File: src/rtl/line_serializer.sv
`default_nettype none
// ============================================================================
// Module      : line_serializer
// Description : Captures one selected display line (N_CHARS characters of
//               CHAR_W bits) on a load strobe and emits it one character per
//               valid/ready handshake, leftmost character first, followed by
//               a one-cycle done pulse.
// Revision    : 1.0 - initial release
// ============================================================================
module line_serializer #(
  parameter int CHAR_W  = 7,
  parameter int N_CHARS = 11
) (
  input  logic                        clk,
  input  logic                        rst,
  input  logic [CHAR_W*N_CHARS-1:0]   line_in,
  input  logic                        load,
  output logic                        busy,
  output logic [CHAR_W-1:0]           char_out,
  output logic                        char_valid,
  input  logic                        char_ready,
  output logic                        char_last,
  output logic                        done
);

  localparam int LINE_W = CHAR_W * N_CHARS;
  // Index of the final character; the 4-bit index never counts past it.
  localparam logic [3:0] C_LAST_IDX = 4'(N_CHARS - 1);

  typedef enum logic [1:0] {
    S_IDLE = 2'd0,
    S_SEND = 2'd1,
    S_DONE = 2'd2
  } state_t;

  state_t              state_q, state_d;
  logic [3:0]          idx_q, idx_d;
  logic [LINE_W-1:0]   shreg_q, shreg_d;

  // State, character index and line shift register, cleared by reset.
  always_ff @(posedge clk) begin
    if (rst) begin
      state_q <= S_IDLE;
      idx_q   <= 4'd0;
      shreg_q <= '0;
    end else begin
      state_q <= state_d;
      idx_q   <= idx_d;
      shreg_q <= shreg_d;
    end
  end

  // Next-state logic: capture on load when not sending, advance on handshake.
  always_comb begin
    state_d = state_q;
    idx_d   = idx_q;
    shreg_d = shreg_q;
    case (state_q)
      S_IDLE, S_DONE: begin
        if (load) begin
          shreg_d = line_in;
          idx_d   = 4'd0;
          state_d = S_SEND;
        end else begin
          state_d = S_IDLE;
        end
      end
      S_SEND: begin
        // Load is ignored here; only the sink handshake moves the line along.
        if (char_ready) begin
          if (idx_q == C_LAST_IDX) begin
            // Register is left as-is; its contents are stale outside SEND.
            state_d = S_DONE;
          end else begin
            shreg_d = {shreg_q[LINE_W-CHAR_W-1:0], {CHAR_W{1'b0}}};
            idx_d   = idx_q + 4'd1;
          end
        end
      end
      default: begin
        state_d = S_IDLE;
      end
    endcase
  end

  // Outputs decode registered state only, so no input reaches an output.
  always_comb begin
    busy       = (state_q == S_SEND);
    char_valid = (state_q == S_SEND);
    char_last  = (state_q == S_SEND) && (idx_q == C_LAST_IDX);
    done       = (state_q == S_DONE);
    char_out   = shreg_q[LINE_W-1 -: CHAR_W];
  end

endmodule
`default_nettype wire

File: config.mk
export PLATFORM = sky130hd
export DESIGN_NAME = line_serializer
export DESIGN_NICKNAME = d
export VERILOG_FILES = /design/src/rtl/line_serializer.sv
export SDC_FILE = /design/constraint.sdc
export NUM_CORES = 1
export LEC_CHECK = 0
export ABC_AREA = 1
export CORE_MARGIN = 2
export CORE_UTILIZATION = 45
export CTS_CLUSTER_DIAMETER = 50
export CTS_CLUSTER_SIZE = 20
export DETAILED_ROUTE_END_ITERATION = 10
export PLACE_DENSITY = 0.72
export REMOVE_ABC_BUFFERS = 1
export SYNTH_ARGS = -nofsm -noshare
export SYNTH_HDL_FRONTEND = slang
export SYNTH_SLANG_ARGS = --single-unit
File: constraint.sdc
create_clock -name clk -period 1.7 [get_ports clk]
set_input_delay 0.255 -clock clk [delete_from_list [all_inputs] [get_ports clk]]
set_output_delay 0.255 -clock clk [all_outputs]
set_load 0.05 [all_outputs]
==> Flow_metrics.wiki, run 1 <==
{| class="wikitable"
! Metric !! Value
|-
| Port Buffer Count || 91
|-
| Filler cells || 959
|-
| Leakage || 2.37 nW
|-
| Clock power share || 28.3%
|-
| Latest clock arrival within the worst-skew pair || 0.35 ns
|-
| Mean area per synthesized cell || 6.80 µm²
|-
| Register cell area after layout || 1660 µm²
|-
| #FFs+latches synth || 83
|-
| Row count || 36
|-
| Final Hold Violating Endpoints || 0
|-
| Share of the clock period used by the worst path after layout || 95.8%
|-
| Clock tree from TritonCTS || done
|-
| Initial antenna violation count || 0
|-
| Post-Route Setup TNS || 0 ns
|-
| Net switching fraction of the power || 31.4%
|-
| Commonest cells after routing, fill and taps aside || nand2_1, dfxtp_1, nand3_1, a21oi_1, clkdlybuf4s50_1
|-
| Effective utilization at floorplan || 45.6%
|-
| Clock Tree Root || clkbuf_8
|-
| Fin nets || 795
|-
| Post-Place Setup Slack || 0.0289 ns
|-
| Router iterations before antenna repair || 5
|-
| Combinational share of power || 27.5%
|-
| Number of global-route vias before repair || 3,834
|-
| Wire length per cell after detailed routing || 12.2 µm
|-
| Headroom to the max-slew limit || 70.7%
|-
| Overall die area || 10,600 µm²
|-
| Via count of the routed design || 4,211
|-
| Classification of the worst-slack hold path || input pin to flip-flop
|-
| Number of sinks on the clock net || 83
|-
| Ratio of cells with drive above 1 in the final layout || 8.79%
|-
| Max Root-Sink Buffers || 2
|-
| Final critical-path setup slack || 0.0706 ns
|-
| Die extent in x || 103 µm
|-
| Clock edge transition at the registers on the reported setup and hold paths || 0.08 ns
|-
| Vias/cell || 4.95
|-
| H-tree Lvls || 3
|-
| Diode insertion count for antenna repair || 0
|-
| Setup violators final || 0
|-
| Warnings, synthesis || 0
|-
| Overall track demand over capacity in global routing || 19.6%
|-
| Unique cell type count in the Yosys netlist || 24
|-
| I/O pin cnt || 92
|-
| Worst hold slack across all endpoints || 0.254 ns
|-
| Max capacitance violation total || 0
|-
| Height of the die || 103 µm
|-
| First-pass GRT wire length || 16,700 µm
|-
| Gate count of the mapped netlist || 647
|-
| Result of the run || complete, no violations
|-
| Worst-case clock skew || 0.0104 ns
|-
| Count of routing violations after the opening detailed-route iteration || 235
|-
| Internal || 0.00342 W
|-
| Drc violations || 0
|-
| Multi-input combinational cell area || 2210 µm²
|-
| Filler-free cell count of the finished design || 850
|-
| Req. time, crit path || 1.44 ns
|-
| Critical path endpoint category || primary output
|-
| Maximum vdd ir drop || 0.554 mV
|-
| Area growth from synthesis to layout || 26.0%
|-
| Achievable frequency || 614 MHz
|-
| Cell area after technology mapping || 4400 µm²
|-
| Routed wire length || 10,400 µm
|-
| Core outline area || 9640 µm²
|-
| Total congestion overflow || 0
|-
| Final min period || 1.63 ns
|-
| Maximum number of pins on one net before global-route repair || 75
|-
| Endpoint arrival time on the critical path || 1.37 ns
|-
| Cts bufs inserted || 9
|-
| Pin slew with the least headroom to its limit || 0.440 ns
|-
| Post-Place Cells || 831
|-
| Register area share after synthesis || 37.8%
|-
| Sequential cell fraction of total power || 44.2%
|-
| Estimated wirelength of the detail-placed design || 6250 µm
|-
| Remaining number of nets flagged by the antenna check after routing || 0
|-
| Maximum fanout encountered on the critical timing path || 3
|-
| Final cell utilization of the core || 57.5%
|-
| Final RePlAce weighted congestion || 0.757
|-
| Type of the setup path with the least slack || flip-flop to primary output
|-
| Power density over cell area || 901 nW/µm²
|-
| Critical path launch point type || flip-flop
|-
| Total net switching power || 0.00157 W
|-
| Most common cell after layout, fill and taps aside || nand2_1
|-
| Max Transition Viols Final || 0
|}
what timing repair did:
| item | in CTS | in global routing |
|---|---|---|
| gates cloned | 0 | 2 |
| endpoints found under the setup margin | 1 | 50 |
| gates resized for setup | 2 | 7 |
| setup buffers | 0 | 1 |
| pin swaps | 1 | 2 |
| hold buffers | 0 | 0 |
cells by family after synthesis:
kind of cell | Yosys count | share of synthesized area, %
AOI/OAI and AO/OA | 82 | 9.48
and+or+nand+nor | 411 | 39.4
adders and majority gates | 2 | 0.569
buffers and inverters | 69 | 12.8
DFF | 83 | 37.8
cells in the mapped netlist:
library cell	instances	area share [%]
nand3_1	83	9.4
buf_2	7	0.80
buf_6	31	7.9
nand2_2	1	0.14
nor2_1	13	1.1
a21oi_1	80	9.1
nand2_1	305	26
nand2_4	2	0.51
ha_1	2	0.57
inv_1	8	0.68
inv_4	1	0.14
nor2_8	1	0.46
nor4_1	1	0.14
nand4_1	1	0.14
nand2_8	2	0.91
a21oi_2	1	0.20
o211ai_1	1	0.17
clkinv_1	1	0.085
dfxtp_1	83	38
inv_8	1	0.26
clkbuf_1	8	0.68
buf_4	11	1.9
nand3_2	2	0.46
buf_8	1	0.34
worst paths after layout:
| path | startpoint | end | slack [ns] | cells after the start |
|---|---|---|---|---|
| worst max-delay path | idx_q[0]$_SDFFE_PP0P_ | char_last | 0.07 | 5 |
| worst min-delay path | rst | shreg_q[54]$_SDFFE_PP0P_ | 0.25 | 2 |
| worst max register to register | idx_q[0]$_SDFFE_PP0P_ | shreg_q[42]$_SDFFE_PP0P_ | 0.15 | 9 |
| worst min register to register | shreg_q[49]$_SDFFE_PP0P_ | shreg_q[49]$_SDFFE_PP0P_ | 0.46 | 2 |
worst max-delay path, cell delays in order (launching register included):
cell,delay [ns]
dfxtp_1,0.33
inv_2,0.06
ha_2,0.20
nand3_4,0.13
nor2_4,0.16
buf_12,0.14
flip-flops by register name, summed over array words and instances, names as in the netlist:
name and flops:
idx_q 4, shreg_q 77, state_q 2
cell type report:
cell class | count | area share, %
tap | 133 | 3.00
inverter | 11 | 0.926
clock buffer | 11 | 2.37
sequential | 83 | 30.0
clock inverter | 5 | 1.13
multi-input combinational | 496 | 40.0
timing repair buffer | 111 | 22.6
through the flow:
step / cell area, µm² / power [W]
floorplan: 3880 / 0.00297
global placement: 5270 / 0.00356
detailed placement: 5270 / 0.00359
CTS: 5470 / 0.00500
global route: 5540 / 0.00529
finish: 5540 / 0.00499
metal layers:
metal	up-vias	track usage (%)	share of wire, %
met5	-	0	0
met4	0	6.98	1.3
met3	14	4.75	5.3
met2	115	33.8	48
met1	1893	24.0	45
li1	2189	-	-
power by group through the flow:
stage               logic (W)  registers (W)  clock network (W)
global route          0.00152        0.00223            0.00154
CTS                   0.00134        0.00220            0.00146
floorplan            0.000685        0.00229                  0
detailed placement    0.00134        0.00225                  0
finish                0.00137        0.00220            0.00142
global placement      0.00132        0.00224                  0
No activity file was read; power rests on OpenSTA's default activity.
==> run 2, diff against run 1 <==
Settings changed: ABC_CLOCK_PERIOD_IN_PS from default to 1600.
Clock period 1.7 ns to 1.6 ns, I/O delays scaled along.
==> Flow_metrics.wiki, run 2 (same netlist as run 1, synthesis figures left out) <==
{| class="wikitable"
! Metric !! Value
|-
| Max Root-Sink Buffers || 2
|-
| Unrepaired setup endpoints after global routing || yes
|-
| Router iterations before antenna repair || 4
|-
| Endpoint arrival time on the critical path || 1.34 ns
|-
| Port Buffer Count || 91
|-
| Number of global-route vias before repair || 3,725
|-
| Core outline area || 9640 µm²
|-
| Leakage || 2.40 nW
|-
| I/O pin cnt || 92
|-
| Final Hold Violating Endpoints || 0
|-
| Worst-case clock skew || 0.00765 ns
|-
| Worst Setup SP || idx_q[0]$_SDFFE_PP0P_
|-
| Cells along the critical path || inv_2, ha_4, nand3_4, buf_6, nor2_4, buf_12
|-
| Reg2reg start || idx_q[0]$_SDFFE_PP0P_
|-
| Classification of the worst-slack hold path || input pin to flip-flop
|-
| Min-delay src || rst
|-
| Drc violations || 0
|-
| Most common cell after layout, fill and taps aside || nand2_1
|-
| Maximum fanout encountered on the critical timing path || 2
|-
| Final min period || 1.58 ns
|-
| Max capacitance violation total || 0
|-
| Ratio of cells with drive above 1 in the final layout || 9.60%
|-
| Latest clock arrival within the worst-skew pair || 0.35 ns
|-
| Share of the clock period used by the worst path after layout || 98.7%
|-
| Setup violators final || 0
|-
| Filler cells || 956
|-
| First-pass GRT wire length || 16,400 µm
|-
| Maximum vdd ir drop || 0.411 mV
|-
| Via count of the routed design || 4,161
|-
| Total congestion overflow || 0
|-
| Register cell area after layout || 1670 µm²
|-
| Number of flip-flops in the largest register || 77
|-
| Die extent in x || 103 µm
|-
| Post-Place Cells || 833
|-
| Initial antenna violation count || 0
|-
| Worst hold slack across all endpoints || 0.368 ns
|-
| Worst stage delay on the critical path || 0.33 ns
|-
| Multi-input combinational cell area || 2200 µm²
|-
| Cts bufs inserted || 9
|-
| Area growth from synthesis to layout || 27.0%
|-
| Overall die area || 10,600 µm²
|-
| Wire length per cell after detailed routing || 11.8 µm
|-
| Headroom to the max-slew limit || 76.5%
|-
| Pin slew with the least headroom to its limit || 0.351 ns
|-
| Clock edge transition at the registers on the reported setup and hold paths || 0.09 ns
|-
| Commonest cells after routing, fill and taps aside || nand2_1, nand3_1, a21oi_1, dfxtp_1, clkdlybuf4s50_1
|-
| Count of routing violations after the opening detailed-route iteration || 211
|-
| Achievable frequency || 633 MHz
|-
| Remaining number of nets flagged by the antenna check after routing || 0
|-
| Regs by FF count || shreg_q x77, idx_q x4, state_q x2
|-
| Vias/cell || 4.88
|-
| Req. time, crit path || 1.36 ns
|-
| Estimated wirelength of the detail-placed design || 6200 µm
|-
| Clock tree from TritonCTS || done
|-
| Row count || 36
|-
| Type of the setup path with the least slack || flip-flop to primary output
|-
| Critical path endpoint category || primary output
|-
| Largest Register || shreg_q
|-
| Fin nets || 797
|-
| Post-Route Setup TNS || 0 ns
|-
| Height of the die || 103 µm
|-
| Power density over cell area || 933 nW/µm²
|-
| Final RePlAce weighted congestion || 0.783
|-
| Overall track demand over capacity in global routing || 19.5%
|-
| Critical path launch point type || flip-flop
|-
| Clock Tree Root || clkbuf_8
|-
| Number of sinks on the clock net || 83
|-
| Maximum number of pins on one net before global-route repair || 53
|-
| Filler-free cell count of the finished design || 852
|-
| Routed wire length || 10,100 µm
|-
| Max Transition Viols Final || 0
|-
| Effective utilization at floorplan || 45.6%
|-
| Result of the run || complete, no violations
|-
| Post-layout power || 0.00521 W
|-
| Number of buffers inserted by hold repair at cts || 0
|-
| H-tree Lvls || 3
|-
| Diode insertion count for antenna repair || 0
|-
| Slowest-stage cell, CP || dfxtp_2
|}
## run 2: layer usage
metal	up-vias	GRT usage (%)	part of all wire, %
li1	2190	-	-
met1	1855	24.4	46
met2	110	33.5	48
met3	6	4.47	5.4
met4	0	5.77	0.55
met5	-	0	0
## run 2: cell type report
| cell class | count | share of cell area (%) |
|---|---|---|
| clock inverters | 7 | 1.10 |
| well taps | 133 | 2.98 |
| inverters | 11 | 0.918 |
| clock buffers | 9 | 2.22 |
| flip-flops and latches | 83 | 29.9 |
| repair buffers | 114 | 23.5 |
| multi-input cells | 495 | 39.5 |
## run 2: critical path, delay by kind of cell, from the launching register on
family	cells	cell delay, ns
flip-flops	1	0.33
adder cells (fa/ha/maj)	1	0.14
buffers and inverters	3	0.34
AND/OR/NAND/NOR	2	0.17
## run 2: power breakdown
group          switching (W)  internal, W
Combinational       0.000793     0.000675
Clock               0.000808     0.000590
Sequential         0.0000960      0.00225
## run 2: repair_timing
item	in CTS	in global routing
cloned	1	1
buffers inserted	0	1
pin swaps	1	0
gates resized for setup	7	5
endpoints found under the hold margin	0	0
setup endpoints to repair	3	4
## run 2: stage by stage
step / cell area [µm²] / setup slack, ns / util, %
final: 5590 / 0.0207 / 57.9
after global routing: 5590 / -0.0515 / 57.9
after CTS: 5530 / -0.0410 / 57.4
after detailed placement: 5290 / 0.0195 / 54.9
after global placement: 5290 / 0.0389 / 54.9
after floorplan: 3880 / -0.966 / -
## run 2: final timing paths
| kind | to | slack (ns) | cells past startpoint |
|---|---|---|---|
| setup / recovery | char_last | 0.02 | 6 |
| hold / removal | shreg_q[24]$_SDFFE_PP0P_ | 0.37 | 3 |
| setup reg to reg | idx_q[2]$_SDFFE_PP0P_ | 0.16 | 9 |
| hold reg to reg | shreg_q[41]$_SDFFE_PP0P_ | 0.46 | 2 |
